### src/rtl/addsub_serial.sv
// Digit-serial two's-complement adder/subtractor: one DIGIT-bit slice per clock,
// inter-digit carry held in a register, result and flags committed on completion.
module addsub_serial #(
  parameter int WIDTH = 16,
  parameter int DIGIT = 4
) (
  input  logic             clk,
  input  logic             rst_n,
  input  logic             start,
  input  logic [WIDTH-1:0] A,
  input  logic [WIDTH-1:0] B,
  input  logic [1:0]       M,
  output logic [WIDTH-1:0] Sum,
  output logic             Carry,
  output logic             V,
  output logic             Z,
  output logic             N,
  output logic             busy,
  output logic             done
);

  localparam int NDIG = WIDTH / DIGIT;
  localparam int CW   = (NDIG > 1) ? $clog2(NDIG) : 1;
  localparam logic [CW-1:0] LAST = CW'(NDIG - 1);

  localparam logic [1:0] IDLE = 2'd0;
  localparam logic [1:0] RUN  = 2'd1;
  localparam logic [1:0] DONE = 2'd2;

  logic [1:0]       state_reg;
  logic [CW-1:0]    cnt_reg;
  logic [WIDTH-1:0] a_reg;
  logic [WIDTH-1:0] b_reg;
  logic [WIDTH-1:0] acc_reg;
  logic             sub_reg;
  logic             cin_reg;
  logic [WIDTH-1:0] sum_reg;
  logic             carry_reg;
  logic             v_reg;
  logic             z_reg;
  logic             n_reg;

  logic [DIGIT-1:0] a_dig;
  logic [DIGIT-1:0] bx_dig;
  logic [DIGIT-1:0] s_dig;
  logic [DIGIT:0]   d_full;
  logic [WIDTH-1:0] word_next;
  logic             c_msb;
  logic             accept;
  logic             last;

  assign accept = start && (state_reg != RUN);
  assign last   = (cnt_reg == LAST);

  always_comb begin
    a_dig  = a_reg[int'(cnt_reg) * DIGIT +: DIGIT];
    bx_dig = b_reg[int'(cnt_reg) * DIGIT +: DIGIT] ^ {DIGIT{sub_reg}};
    d_full = {1'b0, a_dig} + {1'b0, bx_dig} + {{DIGIT{1'b0}}, cin_reg};
    s_dig  = d_full[DIGIT-1:0];
    // Carry into the digit's top bit recovered from the sum bit; only used on the last digit.
    c_msb  = a_dig[DIGIT-1] ^ bx_dig[DIGIT-1] ^ s_dig[DIGIT-1];
    word_next = acc_reg;
    word_next[int'(cnt_reg) * DIGIT +: DIGIT] = s_dig;
  end

  always_ff @(posedge clk or negedge rst_n) begin
    if (!rst_n) begin
      state_reg <= IDLE;
      cnt_reg   <= '0;
      a_reg     <= '0;
      b_reg     <= '0;
      acc_reg   <= '0;
      sub_reg   <= 1'b0;
      cin_reg   <= 1'b0;
      sum_reg   <= '0;
      carry_reg <= 1'b0;
      v_reg     <= 1'b0;
      z_reg     <= 1'b0;
      n_reg     <= 1'b0;
    end else if (accept) begin
      state_reg <= RUN;
      cnt_reg   <= '0;
      a_reg     <= A;
      b_reg     <= B;
      sub_reg   <= M[0];
      // ADC/SBC chain from the previous word's carry; plain SUB injects the +1 of ~B.
      cin_reg   <= M[1] ? carry_reg : M[0];
    end else if (state_reg == RUN) begin
      acc_reg <= word_next;
      cin_reg <= d_full[DIGIT];
      if (last) begin
        state_reg <= DONE;
        sum_reg   <= word_next;
        carry_reg <= d_full[DIGIT];
        v_reg     <= c_msb ^ d_full[DIGIT];
        z_reg     <= (word_next == '0);
        n_reg     <= word_next[WIDTH-1];
      end else begin
        cnt_reg <= cnt_reg + 1'b1;
      end
    end else if (state_reg == DONE) begin
      state_reg <= IDLE;
    end
  end

  assign Sum   = sum_reg;
  assign Carry = carry_reg;
  assign V     = v_reg;
  assign Z     = z_reg;
  assign N     = n_reg;
  assign busy  = (state_reg == RUN);
  assign done  = (state_reg == DONE);

endmodule
### config.mk
export PLATFORM = sky130hd
export DESIGN_NAME = addsub_serial
export DESIGN_NICKNAME = d
export VERILOG_FILES = /design/src/rtl/addsub_serial.sv
export SDC_FILE = /design/constraint.sdc
export NUM_CORES = 1
export LEC_CHECK = 0
export ABC_AREA = 1
export CORE_MARGIN = 10
export CORE_UTILIZATION = 48
export CTS_CLUSTER_SIZE = 14
export DETAILED_ROUTE_END_ITERATION = 10
export GPL_ROUTABILITY_DRIVEN = 0
export MAX_ROUTING_LAYER = met4
export PLACE_DENSITY = 0.76
export SLEW_MARGIN = 15
export SYNTH_ARGS = -nofsm -noshare
export SYNTH_HDL_FRONTEND = slang
export SYNTH_SLANG_ARGS = --single-unit
### constraint.sdc
create_clock -name clk -period 3 [get_ports clk]
set_clock_uncertainty 0.2 [all_clocks]
set_input_delay 0.6 -clock clk [delete_from_list [all_inputs] [get_ports clk]]
set_output_delay 0.6 -clock clk [all_outputs]
set_load 0.1 [all_outputs]
Word level (Yosys, flattened, before mapping)
Index checks and enable logic that the tools add are counted.

word-level totals
  bits in registers = 74
  bits in latches = 0
  bits in writable memories = 0
  memory bits (read-only) = 0
  output and inout port bits = 22
  word-level logic and storage cells = 50
  memories kept = 0

cells by class
  $add $sub $neg = 4
  $mul = 0
  div/mod/pow operators = 0
  order comparisons = 0
  equality and inequality tests = 6
  shift operators = 4
  mux-type cells = 11
  bitwise logic cells = 5
  reduce and logical (&&, ||, !) cells = 8

operators by type and width
  operator                                                                 number
  4-bit negation with 33-bit output                                        1
  4-bit by 33-bit variable shift with 16-bit output, first input constant  1
  4-bit by 33-bit variable part select with 16-bit output                  1
  16-bit by 5-bit variable part select with 4-bit output                   2
  16-bit bitwise mux                                                       1
  16-bit logical NOT                                                       1
  2-bit two-way mux                                                        7
  2-bit AND reduction                                                      3
  4-bit by 4-bit adder with 5-bit output                                   1
  5-bit by 1-bit adder with 5-bit output                                   1
  2-bit == test, second input constant                                     2
  4-bit bitwise XOR                                                        1
  1-bit two-way mux                                                        3
  3-bit by 1-bit != test with 1-bit output, second input constant          1
  3-bit AND reduction                                                      1
  3-bit nonzero test                                                       1
  1-bit bitwise XOR                                                        3
  2-bit by 1-bit adder with 2-bit output, second input constant            1
  2-bit by 1-bit == test with 1-bit output, second input constant          1
  2-bit by 1-bit != test with 1-bit output, second input constant          1
  2-bit != test, second input constant                                     1
  2-bit nonzero test                                                       1
  1-bit logical AND                                                        1
  1-bit NOT                                                                1

Longest topological paths before layout
  depth after elaboration = 7
  mapped depth = 18
  depth with buffers taken out = 17

Least setup slack after synthesis
OpenSTA, ideal clock, no wires.

  kind = register -> register
  start point = register cnt_reg[0]
  end point = register z_reg (netlist: Z)
  library setup time = 0.068 ns
  arrival = 2.701 ns
  slack = 0.031 ns
  cell stages (with the launch flop) = 18
  clock period less this slack = 2.969 ns
  cells stage by stage = dfrtp_1 > inv_2 > buf_2 > buf_4 > nand2_1 > a32o_1 > fa_1 > fa_1 > nor2_1 > nand3_1 > nand2_1 > inv_2 > nand2_1 > nor2_1 > nand3_1 > nor2_1 > nand3_1 > nand2_1

on the way
  cells in the longest elaborated chain, start to end = 7

ends and longest elaborated chain
  what                                                     RTL line  RTL
  from (decl)                                              31        logic [CW-1:0] cnt_reg;
  from (signal assigned)                                   99        cnt_reg <= cnt_reg + 1'b1;
  16-bit by 5-bit variable part select with 4-bit output   57        bx_dig = b_reg[int'(cnt_reg) * DIGIT +: DIGIT] ^ {DIGIT{sub_reg}};
  4-bit bitwise XOR                                        57
  4-bit by 4-bit adder with 5-bit output                   58        d_full = {1'b0, a_dig} + {1'b0, bx_dig} + {{DIGIT{1'b0}}, cin_reg};
  5-bit by 1-bit adder with 5-bit output                   58
  4-bit by 33-bit variable part select with 16-bit output  63        word_next[int'(cnt_reg) * DIGIT +: DIGIT] = s_dig;
  16-bit bitwise mux                                       63
  16-bit logical NOT                                       96        z_reg <= (word_next == '0);
  to (signal assigned)                                     96
  to (decl)                                                40        logic z_reg;

Parallel ways exist; a longest one is shown, timed or not.
A chain may end at the register's enable or synchronous reset.

Worst setup path in the final report
Same ends and word-level chain as after synthesis.

==> metrics.txt <==
commonest cells after routing, fill and taps aside=181 x nand2_1, 72 x dfrtp_1, 37 x o21ai_0, 37 x buf_4, 35 x clkdlybuf4s50_1; # IOs=59; Antenna diodes=0; total number of vias=3074; metal1 wirelength=3750 µm; post-synthesis xor/xnor area fraction=0.0122; Avg Inst Size Synth=7.98 µm²; Reg clk slew, reported paths=0.08 ns; Pins Over Slew Limit=0; ys async rst share=1.00; fmax=0.337 GHz; grt total ovfl=0; Worst-Margin Slew=0.558 ns; CTS Buffer Depth=2; Synth Register Bits=73; metal3 WL=between 300 and 400 µm; complex-gate fraction of the synthesized area=0.105; DRC=0; crit path max fanout=5; commonest non-fill, non-tap cell in the layout=nand2_1; hold crit path type=flip-flop to flip-flop; r2r startpoint=cnt_reg[0]; vias in the first global route=3198; DRT Pass-1 Iters=4; Sink Count=73; routed wl met2=4370 µm; Multi-input gate area=between 1500 and 2000 µm²; number of nets still failing antenna checks after routing=0; CTS tree=done; # setup viols final=0; area added between synthesis and finish=26.1%; drt total wl=around 8700 µm; WHS Endpoint=a_reg[11]; initial antenna violation count=0; Root Driver=clkbuf_8; Mapped Cells=450; WP data arrival=~3 ns; Top FF cell, synth=dfrtp_1; share of cells above drive strength 1=0.163; Post-synth EDFFs=0; Design Area, Final=approximately 4500 µm²; DIE WIDTH=about 110 µm; CTS buffer count=9; endpoint class of the critical path=flip-flop; Worst setup SP type=flip-flop; 1st-iter DRT viols=118; post-DP HPWL=between 6000 and 7000 µm; synthesis warning total=0; status=completed; register-to-register setup slack=0.03 ns; row count=31; adder-cell share of the synthesized area=0.0460; mux contribution to synthesized area=0; Max Cap Viol=0; Core Util, Final=0.624; Core Area=7250 µm²; Slew HR=0.627; Total GRT Usage=0.160; final hold violations=0; worst r2r dst=Z; minimum clock period=2.97 ns; Crit Path Class=flip-flop to flip-flop; Via density=4.94; Wirelength per Cell=13.9 µm; Starting Density=0.495; largest family of logic cells by synthesized area=simple AND/OR/NAND/NOR gates; Final Cycle Share=0.989; Layout Nets=568; largest net degree at the start of global routing=37; Layout fillers=662; area of placed instances=around 4300 µm²; die area=roughly 11000 µm²; Synth Net Count=499; hold path depth=2; Seq/Total Area, Yosys=0.509; simple-gate share of the synthesized area=0.263; R2R cell count=15; H-tree Lvls=3; RSZ-0062 raised after global routing=yes; Die H=around 110 µm; Post-Synthesis Cell Area=3590 µm²; later-pin clock latency in the skew report=0.35 ns; # port buffers=58; Reg area=about 1800 µm²; first-pass GRT wire length=14600 µm; hold_sp=a_reg[11]; Req. time, crit path=roughly 3.1 ns; Cell variety after synth=32; DR top layer=met4
[critical path, cell delays in order (launching register included)]
cell     delay, ns
dfrtp_2       0.48
o21ai_2       0.23
o22ai_2       0.12
xor2_2        0.17
fa_2          0.39
fa_2          0.60
inv_1         0.04
nand2_1       0.05
nor2_1        0.05
nor2_2        0.11
nand2_1       0.06
nor2_1        0.10
nand3_1       0.07
nor2_1        0.10
nand3_1       0.08
nand2_1       0.06
[cell usage after synthesis (all sizes together) (4+ instances only)]
cell type / n / share of area
nor2: 35 / 0.040
o22ai: 7 / 0.012
dfrtp: 73 / 0.51
nand2: 182 / 0.19
nand3: 15 / 0.024
ha: 10 / 0.035
o21ai: 43 / 0.060
xor2: 4 / 0.0098
a21oi: 8 / 0.013
inv: 39 / 0.041
clkbuf: 12 / 0.013
buf: 6 / 0.011
[routing by layer]
| metal | vias up | GRT usage |
|---|---|---|
| met1 | 1433 | 0.177 |
| li1 | 1553 | - |
| met4 | 0 | 0.0532 |
| met2 | 72 | 0.275 |
| met5 | - | - |
| met3 | 16 | 0.0417 |
[repair_timing]
action	4_1_cts	5_1_grt
setup endpoints to repair	1	10
cloned	0	0
setup buffers	0	3
resized for setup	1	19
hold buffers	1	0
pin swaps	0	8
endpoints found under the hold margin	17	0
[worst max-delay path by stage]
stage | to | from | slack, ns
2_1_floorplan | Z | cnt_reg[0] | 0.03
3_3_place_gp | Z | cnt_reg[0] | 0.11
3_5_place_dp | Z | cnt_reg[0] | -0.006
4_1_cts | Z | cnt_reg[0] | 0.05
5_1_grt | Z | cnt_reg[0] | -0.24
6_report | Z | cnt_reg[0] | 0.03
[cells by family (layout without fill, tap and decap cells)]
group / count (synthesis) / after routing
compound gates: 66 / 66
xor+xnor: 5 / 5
fa+ha+maj: 12 / 12
buf+inv: 57 / 130
flops: 73 / 73
simple gates: 237 / 237
[stage by stage]
step	hold slack, ns	setup WS, ns	setup TNS, ns	cells
floorplan	0.104	0.0311	0	450
global placement	0.258	0.112	0	603
detailed placement	0.263	-0.00595	-0.00595	603
CTS	0.279	0.0474	0	619
global route	0.307	-0.240	-0.240	622
finish	0.278	0.0343	0	622
[cell type report]
class	count	area share
repair buffers	76	0.147
multi-input cells	320	0.349
inverters	39	0.0335
flip-flops and latches	73	0.404
clock buffers	11	0.0290
clock inverters	4	0.00995
well taps	99	0.0274
Power is left out: the tool's default activity adds up to more than one toggle a clock period on the data nets, which glitch-free logic cannot reach.
